===== config.mk =====
export PLATFORM = sky130hd
export DESIGN_NAME = px_adc_reader
export DESIGN_NICKNAME = d
export VERILOG_FILES = /design/src/rtl/px_adc_pkg.sv /design/src/rtl/px_adc_shreg.sv /design/src/rtl/px_adc_reader.sv
export SDC_FILE = /design/constraint.sdc
export NUM_CORES = 1
export LEC_CHECK = 0
export CAP_MARGIN = 20
export CORE_ASPECT_RATIO = 1.1
export CORE_MARGIN = 4
export CORE_UTILIZATION = 56
export CTS_CLUSTER_DIAMETER = 30
export DETAILED_ROUTE_END_ITERATION = 10
export GPL_TIMING_DRIVEN = 0
export PLACE_DENSITY = 0.8
export SETUP_SLACK_MARGIN = 0.5
export SLEW_MARGIN = 0
export SYNTH_ARGS = -nofsm -noshare
export SYNTH_HDL_FRONTEND = slang
export SYNTH_SLANG_ARGS = --single-unit

===== constraint.sdc =====
create_clock -name clk -period 2.2 [get_ports clk]
set_input_delay 0.33 -clock clk [delete_from_list [all_inputs] [get_ports clk]]
set_output_delay 0.33 -clock clk [all_outputs]
set_load 0.05 [all_outputs]

===== src/rtl/px_adc_pkg.sv =====
// Shared types and defaults for the pixel-column ADC serial front-end.
package px_adc_pkg;

    localparam int unsigned PX_ADC_NBITS  = 16;
    localparam int unsigned PX_ADC_DATA_W = 12;
    localparam int unsigned PX_ADC_NCH    = 4;

    typedef enum logic [2:0] {
        ST_IDLE,
        ST_SETUP,
        ST_SHIFT,
        ST_DONE,
        ST_QUIET
    } px_adc_state_e;

    // Cycles from the start request to the sample_valid strobe.
    function automatic int unsigned px_adc_latency(input int unsigned clk_div,
                                                   input int unsigned nbits);
        return clk_div * (2 * nbits + 1) + 2;
    endfunction

endpackage


===== src/rtl/px_adc_shreg.sv =====
// One ADC channel: MSB-first frame shift register with sample slice and leading-bit check.
module px_adc_shreg
    import px_adc_pkg::*;
#(
    parameter int unsigned NBITS  = PX_ADC_NBITS,
    parameter int unsigned DATA_W = PX_ADC_DATA_W
) (
    input  logic              clk,
    input  logic              reset,
    input  logic              shift_en_i,
    input  logic              din_i,
    output logic [DATA_W-1:0] data_o,
    output logic              lead_err_o
);

    logic [NBITS-1:0] shreg_q;

    always_ff @(posedge clk or negedge reset) begin
        if (!reset) begin
            shreg_q <= '0;
        end else if (shift_en_i) begin
            shreg_q <= {shreg_q[NBITS-2:0], din_i};
        end
    end

    assign data_o = shreg_q[DATA_W-1:0];

    // Leading bits exist only when the frame is longer than the sample.
    generate
        if (NBITS > DATA_W) begin : g_lead
            assign lead_err_o = |shreg_q[NBITS-1:DATA_W];
        end else begin : g_nolead
            assign lead_err_o = 1'b0;
        end
    endgenerate

endmodule


===== src/rtl/px_adc_reader.sv =====
// Drives CS/SCLK for four parallel pixel-column ADCs and presents one sample set per start.
module px_adc_reader
    import px_adc_pkg::*;
#(
    parameter int unsigned CLK_DIV   = 2,
    parameter int unsigned NBITS     = PX_ADC_NBITS,
    parameter int unsigned DATA_W    = PX_ADC_DATA_W,
    parameter int unsigned QUIET_CYC = 4
) (
    input  logic              clk,
    input  logic              reset,
    input  logic              start,
    input  logic              px0_adc_din,
    input  logic              px1_adc_din,
    input  logic              px2_adc_din,
    input  logic              px3_adc_din,
    output logic              px_adc_cs,
    output logic              px_adc_sclk,
    output logic [DATA_W-1:0] sample0,
    output logic [DATA_W-1:0] sample1,
    output logic [DATA_W-1:0] sample2,
    output logic [DATA_W-1:0] sample3,
    output logic              sample_valid,
    output logic [3:0]        frame_err,
    output logic              busy,
    output logic              start_drop
);

    localparam int unsigned NCH    = PX_ADC_NCH;
    localparam int unsigned DIV_W  = 8;
    localparam int unsigned BIT_W  = $clog2(NBITS + 1);
    localparam int unsigned QCNT_W = $clog2(QUIET_CYC + 1);

    px_adc_state_e      state_q, state_d;
    logic [DIV_W-1:0]   div_q, div_d;
    logic [BIT_W-1:0]   bit_q, bit_d;
    logic [QCNT_W-1:0]  qcnt_q, qcnt_d;
    logic               cs_q, cs_d;
    logic               sclk_q, sclk_d;
    logic               busy_q, busy_d;
    logic               drop_q, drop_d;
    logic               valid_q, valid_d;
    logic               shift_en_c;
    logic               div_last_c, bit_last_c, q_last_c;
    logic [NCH-1:0]     din_c;
    logic [NCH-1:0]     lead_c;
    logic [DATA_W-1:0]  data_c   [NCH];
    logic [DATA_W-1:0]  sample_q [NCH];
    logic [NCH-1:0]     ferr_q;

    assign div_last_c = (div_q == DIV_W'(CLK_DIV - 1));
    assign bit_last_c = (bit_q == BIT_W'(NBITS));
    assign q_last_c   = (qcnt_q == QCNT_W'(QUIET_CYC - 1));
    assign din_c      = {px3_adc_din, px2_adc_din, px1_adc_din, px0_adc_din};

    always_ff @(posedge clk or negedge reset) begin
        if (!reset) begin
            state_q <= ST_IDLE;
        end else begin
            state_q <= state_d;
        end
    end

    always_comb begin
        state_d = state_q;
        case (state_q)
            ST_IDLE:  if (start) state_d = ST_SETUP;
            ST_SETUP: if (div_last_c) state_d = ST_SHIFT;
            ST_SHIFT: if (div_last_c && sclk_q && bit_last_c) state_d = ST_DONE;
            ST_DONE:  state_d = ST_QUIET;
            ST_QUIET: if (q_last_c) state_d = ST_IDLE;
            default:  state_d = ST_IDLE;
        endcase
    end

    // SCLK phases: CLK_DIV cycles low then CLK_DIV high; din is taken on the low->high edge.
    always_comb begin
        cs_d       = cs_q;
        sclk_d     = sclk_q;
        busy_d     = busy_q;
        div_d      = div_q;
        bit_d      = bit_q;
        qcnt_d     = qcnt_q;
        valid_d    = 1'b0;
        drop_d     = start && (state_q != ST_IDLE);
        shift_en_c = 1'b0;
        case (state_q)
            ST_IDLE: begin
                if (start) begin
                    cs_d   = 1'b0;
                    busy_d = 1'b1;
                    div_d  = '0;
                    bit_d  = '0;
                end
            end
            ST_SETUP: begin
                if (div_last_c) begin
                    div_d  = '0;
                    sclk_d = 1'b0;
                end else begin
                    div_d = div_q + DIV_W'(1);
                end
            end
            ST_SHIFT: begin
                if (div_last_c) begin
                    div_d = '0;
                    if (!sclk_q) begin
                        sclk_d     = 1'b1;
                        shift_en_c = 1'b1;
                        bit_d      = bit_q + BIT_W'(1);
                    end else if (!bit_last_c) begin
                        sclk_d = 1'b0;
                    end
                end else begin
                    div_d = div_q + DIV_W'(1);
                end
            end
            ST_DONE: begin
                cs_d    = 1'b1;
                valid_d = 1'b1;
                qcnt_d  = '0;
            end
            ST_QUIET: begin
                if (q_last_c) begin
                    busy_d = 1'b0;
                end else begin
                    qcnt_d = qcnt_q + QCNT_W'(1);
                end
            end
            default: ;
        endcase
    end

    always_ff @(posedge clk or negedge reset) begin
        if (!reset) begin
            div_q   <= '0;
            bit_q   <= '0;
            qcnt_q  <= '0;
            cs_q    <= 1'b1;
            sclk_q  <= 1'b1;
            busy_q  <= 1'b0;
            drop_q  <= 1'b0;
            valid_q <= 1'b0;
            ferr_q  <= '0;
            for (int i = 0; i < NCH; i++) sample_q[i] <= '0;
        end else begin
            div_q   <= div_d;
            bit_q   <= bit_d;
            qcnt_q  <= qcnt_d;
            cs_q    <= cs_d;
            sclk_q  <= sclk_d;
            busy_q  <= busy_d;
            drop_q  <= drop_d;
            valid_q <= valid_d;
            if (state_q == ST_DONE) begin
                ferr_q <= lead_c;
                for (int i = 0; i < NCH; i++) sample_q[i] <= data_c[i];
            end
        end
    end

    generate
        for (genvar g = 0; g < NCH; g++) begin : g_ch
            px_adc_shreg #(
                .NBITS  (NBITS),
                .DATA_W (DATA_W)
            ) u_shreg (
                .clk        (clk),
                .reset      (reset),
                .shift_en_i (shift_en_c),
                .din_i      (din_c[g]),
                .data_o     (data_c[g]),
                .lead_err_o (lead_c[g])
            );
        end
    endgenerate

    assign px_adc_cs    = cs_q;
    assign px_adc_sclk  = sclk_q;
    assign sample0      = sample_q[0];
    assign sample1      = sample_q[1];
    assign sample2      = sample_q[2];
    assign sample3      = sample_q[3];
    assign sample_valid = valid_q;
    assign frame_err    = ferr_q;
    assign busy         = busy_q;
    assign start_drop   = drop_q;

endmodule


# After elaboration in Yosys (flattened, before gate mapping)

Cells that the tools add are included.

Bits in registers: 140
Latch bits: 0
RAM bits: 0
ROM bits: 0
Input port bits: 7
Output and inout port bits: 57
Word-level logic and storage cells: 86
Memories kept: 0

$add $sub $neg: 3
$mul: 0
Divide/modulo/power cells: 0
$lt $le $gt $ge: 0
Eq/ne operators: 14
Shifts and indexed selects: 0
Multiplexer cells: 28
Bitwise gates (word level): 0
Reductions and logical operators: 23

Operators by type and width:

| kind                                          | number |
|---|---|
| two-way mux 8 bit                             | 2 |
| one-hot mux 8 bit (2 select lines)            | 1 |
| OR reduction 4 bit                            | 4 |
| two-way mux 3 bit                             | 5 |
| two-way mux 5 bit                             | 3 |
| one-hot mux 3 bit (5 select lines)            | 1 |
| != test 2 bit, second input constant          | 7 |
| nonzero test 2 bit                            | 6 |
| two-way mux 1 bit                             | 11 |
| one-hot mux 5 bit (2 select lines)            | 1 |
| == test 3 x 2 -> 1 bit, second input constant | 3 |
| adder 8 x 1 -> 8 bit, second input constant   | 1 |
| == test 8 x 1 -> 1 bit, second input constant | 1 |
| AND reduction 4 bit                           | 2 |
| one-hot mux 1 bit (2 select lines)            | 3 |
| one-hot mux 3 bit (2 select lines)            | 1 |
| AND reduction 2 bit                           | 3 |
| AND reduction 3 bit                           | 2 |
| adder 5 x 1 -> 5 bit, second input constant   | 1 |
| == test 5 bit, second input constant          | 1 |
| adder 3 x 1 -> 3 bit, second input constant   | 1 |
| == test 3 x 1 -> 1 bit, second input constant | 1 |
| == test 3 bit, second input constant          | 1 |
| logical AND 1 bit                             | 3 |
| other kinds (3)                               | 3 |

# Depth between registers and ports, before layout

Depth after elaboration: 5
Mapped depth: 8
Mapped depth without buffers: 6

# By module

From an unflattened synthesis, not the netlist that was laid out.

Cell total of the unflattened synthesis: 553
Area total of the unflattened synthesis: 6277.3 µm²

Modules (own cells, without submodules):

| module        | instances | cells an instance | area an instance (µm²) |
|---|---|---|---|
| px_adc_reader | 1         | 365               | 3289.4 |
| px_adc_shreg  | 4         | 47                | 747.0 |

# Worst setup path before layout

OpenSTA, ideal clock, no wires.

Kind: register to register
From: register sclk_q, in the netlist px_adc_sclk
To: register g_ch[0].u_shreg.shreg_q[0]
Setup time: 0.128 ns
Arrival: 1.769 ns
Data required time: 2.072 ns
Path slack: 0.304 ns
Stages on the path, launching flop included: 6
Cells stage by stage: dfstp_2 clkbuf_1 and4b_1 buf_4 buf_4 mux2_1

Word-level cells in the longest chain between the ends: 3

RTL lines:

| element                  | line                 | source |
|---|---|---|
| start: declaration       | px_adc_reader.sv:39  | `logic sclk_q, sclk_d;` |
| start signal: assignment | px_adc_reader.sv:151 | `sclk_q <= sclk_d;` |
| two-way mux 1 bit        | px_adc_reader.sv:107 | `if (!sclk_q) begin` |
| two-way mux 1 bit        | px_adc_reader.sv:105 | `if (div_last_c) begin` |
| two-way mux 1 bit        | px_adc_reader.sv:87  | `case (state_q)` |
| end signal: assignment   | px_adc_shreg.sv:22   | `shreg_q <= {shreg_q[NBITS-2:0], din_i};` |
| end: declaration         | px_adc_shreg.sv:16   | `logic [NBITS-1:0] shreg_q;` |

Every way passes these cells.
A chain may end at the register's enable or synchronous reset.

# Worst setup path after layout

From: register div_q[1]
To: register g_ch[2].u_shreg.shreg_q[1]

Word-level cells in the longest chain between the ends: 3

RTL lines:

| element                  | line                 | source |
|---|---|---|
| start: declaration       | px_adc_reader.sv:35  | `logic [DIV_W-1:0] div_q, div_d;` |
| start signal: assignment | px_adc_reader.sv:147 | `div_q <= div_d;` |
| == test 8 x 1 -> 1 bit   | px_adc_reader.sv:51  | `assign div_last_c = (div_q == DIV_W'(CLK_DIV - 1));` |
| two-way mux 1 bit        | px_adc_reader.sv:105 |  |
| two-way mux 1 bit        | px_adc_reader.sv:87  |  |
| end signal: assignment   | px_adc_shreg.sv:22   |  |
| end: declaration         | px_adc_shreg.sv:16   |  |

Every way passes these cells.

==> run metrics <==
CTS tree=built; EDFF count, synth=0; vias in the first global route=about 4,300; Ports=64; total global-route track usage=a little under a quarter; fill count=about 500; DP HPWL=about 7400 um; Initial DRC Count=370; Layout Nets=approximately 630; CP Class=reg -> reg; most frequent cells in the layout=nand2_1, dfrtp_1, mux2_4, clkdlybuf4s15_2, clkbuf_16; Critical Path Start Type=flop; Lkg Pwr=about 3.9 nW; Final ANT Viol Nets=0; # rows=38; routed via count=4,394; Die Ht=between 100 and 150 um; max frequency=489 MHz; crit path time final=between 2000 and 2500 ps; die area=~12,000 um2; Core ar.=between 9000 and 10,000 um2; first-pass GRT wire length=about 22,000 um; crit-path max FO=5; starting density of the core=~57%; R2R cell count=8; worst-margin pin slew=approximately 620 ps; initial antenna violation count=0; pwr/cell area=1280 nW/um2; GRT overflow=0; drt first pass iters=5; ys async rst share=100%; synthesized area=about 5700 um2; Setup WS pre-CTS=around 84 ps; I/O Buffers=63; DIE WIDTH=104 um; htree depth=4; Slew HR=58.9%; CP required=roughly 2600 ps; most common cell after layout, fill and taps aside=nand2_1; Via density=5.89; mux cell area share after synthesis=roughly an eighth; Synth-to-Final Area Change=41.6%; CTS max path bufs=2; drt drc=0; Final WS setup=155 ps; path category of the worst min-delay check=in -> async; Netlist cell types=48; skew final=11.8 ps; Max IR drop VDD=between 700 and 800 uV; total CTS buffers=17; Worst R2R Setup Slack=roughly 150 ps; syn_area_per_cell=between 10 and 15 um2; max-slew violations=0; clock latency at the later pin of the worst-skew pair=530 ps; WP data arrival=approximately 2500 ps; final WL=~16,000 um; CTS sink count=140; Final period util=93.0%; final number of setup-violating endpoints=0; register area share after synthesis=about three fifths; fraction of the mapped netlist area in adder cells=1.32%; RSZ-0062 raised after global routing=yes; r2r startpoint=div_q[1]$_DFFE_PN0P_; Avg WL per Cell=21.0 um; Root Buffer=clkbuf_8; area leader, netlist=dfrtp_1; status=complete, no violations; Synth Flop Type=dfrtp_1; largest family of logic cells by synthesized area=simple AND/OR/NAND/NOR gates; Worst-path clk slew=roughly 70 ps; top-area cell type share of the netlist area=a little over 60%; fraction of layout cells with a size suffix above 1=37.9%; Critical R2R Capture=g_ch[2].u_shreg.shreg_q[1]$_DFFE_PN0P_; # diodes=0; GP Congestion=roughly 0.82; Seq cells post-synth=140; Critical Path Sink Type=flop; fin cells=746; Compound-Gate Fraction of Synth Area=about 4.5%; ranking of synthesized cells by area=dfrtp_1, mux2_1, nand2_1; YS warnings=0; Synth Net Count=510; pin count of the biggest net entering global routing=just under 80; DP Cell Count=just under 700; XOR/XNOR share of the synthesized area=0.154%; Syn Inst Count=roughly 500; Synth Area in Simple Gates=between 15 and 20%; endpoints failing hold=0; maxcap violations=0
## cell families after synthesis
| kind of cell | count (synthesis) |
|---|---|
| and+or+nand+nor | 215 |
| xor gates and xnor gates | 1 |
| DFF | 140 |
| muxes | 64 |
| adders and majority gates | 6 |
| AOI/OAI and AO/OA | 41 |
| buffers and inverters | 30 |
## power breakdown
| part | leakage, nW | switching, mW | internal (mW) |
|---|---|---|---|
| clock | 0.294 | 1.09 | 1.80 |
| combinational | 1.73 | 2.24 | 1.49 |
| sequential | 1.85 | 0.512 | 3.18 |
## registers in the layout, indices dropped and copies added, names as in the netlist, 4 cells and up
| signal | flops |
|---|---|
| bit_q | 5 |
| div_q | 8 |
| frame_err | 4 |
| g_ch.u_shreg.shreg_q | 64 |
| sample0 | 12 |
| sample1 | 12 |
| sample2 | 12 |
| sample3 | 12 |
## synth_stat cells (2+ instances only)
library cell  count
a21oi_1          13
a221oi_1          3
a31oi_1           4
and2_1            2
and3_1            3
buf_2             3
buf_4             7
clkbuf_1         13
dfrtp_1         138
dfstp_2           2
ha_1              6
inv_1             4
inv_2             2
mux2_1           58
mux2_2            6
nand2_1         163
nand2b_1          7
nand3_1           5
nand4_1           2
nor2_1            8
nor3_1            3
nor4_1            4
o211ai_1          2
o21ai_0           5
o21ai_1           4
o22ai_1           2
o32ai_1           2
or2_2             2
or3_1             5
## routing by layer
layer / routed length [um] / part of all wire, % / track usage, % / vias up
li1: - / - / - / 1920
met1: 6250 / 40 / 28.4 / 2235
met2: 8000 / 51 / 40.1 / 185
met3: 812 / 5.2 / 5.04 / 54
met4: 561 / 3.6 / 11.7 / 0
met5: 0 / 0 / 0 / -
## worst max-delay path, stage by stage, from the launching register on
cell and delay [ps]:
dfrtp_1 400, inv_2 80, ha_4 130, nor4b_4 240, and4b_1 300, buf_8 150, buf_8 150, clkbuf_16 160
mux2_4 300
## through the flow
step	instance area, um2	utilization (%)	total power [mW]	setup TNS (ps)	hold WS (ps)
global route	8030	81.2	10.8	0	426
CTS	7590	76.8	9.73	0	383
global placement	6480	65.5	6.42	-620000	448
floorplan	5700	-	5.56	0	34.4
finish	8030	81.2	10.3	0	380
detailed placement	6510	65.8	6.55	0	364
## layout make-up
class                           count  area (um2)  share of cell area (%)
Buffer                             24         216                    2.70
Clock buffer                       24         500                    6.23
Timing Repair Buffer               97        1140                    14.2
Multi-Input combinational cell    327        2380                    29.7
Inverter                            6        25.0                   0.312
Tap cell                          120         150                    1.87
Clock inverter                      8         106                    1.32
Sequential cell                   140        3510                    43.7
## how the worst max path moves through the flow
| stage | end | startpoint | cells after the start |
|---|---|---|---|
| floorplan | g_ch[0].u_shreg.shreg_q[0]$_DFFE_PN0P_ | div_q[1]$_DFFE_PN0P_ | 7 |
| global placement | sample0[5]$_DFFE_PN0P_ | reset | 1 |
| detailed placement | div_q[7]$_DFFE_PN0P_ | start | 5 |
| CTS | px_adc_cs | px_adc_cs$_DFFE_PN1P_ | 1 |
| global route | g_ch[2].u_shreg.shreg_q[1]$_DFFE_PN0P_ | div_q[1]$_DFFE_PN0P_ | 8 |
| finish | g_ch[2].u_shreg.shreg_q[1]$_DFFE_PN0P_ | div_q[1]$_DFFE_PN0P_ | 8 |
## what timing repair did
item | CTS | global route
gates resized for setup | 214 | 92
hold buffers | 1 | 0
hold endpoints to repair | 62 | 0
gates cloned | 2 | 4
buffers inserted | 20 | 6
pin swaps | 11 | 10
setup endpoints to repair | 158 | 125
Power figures use the tool's default switching activity.
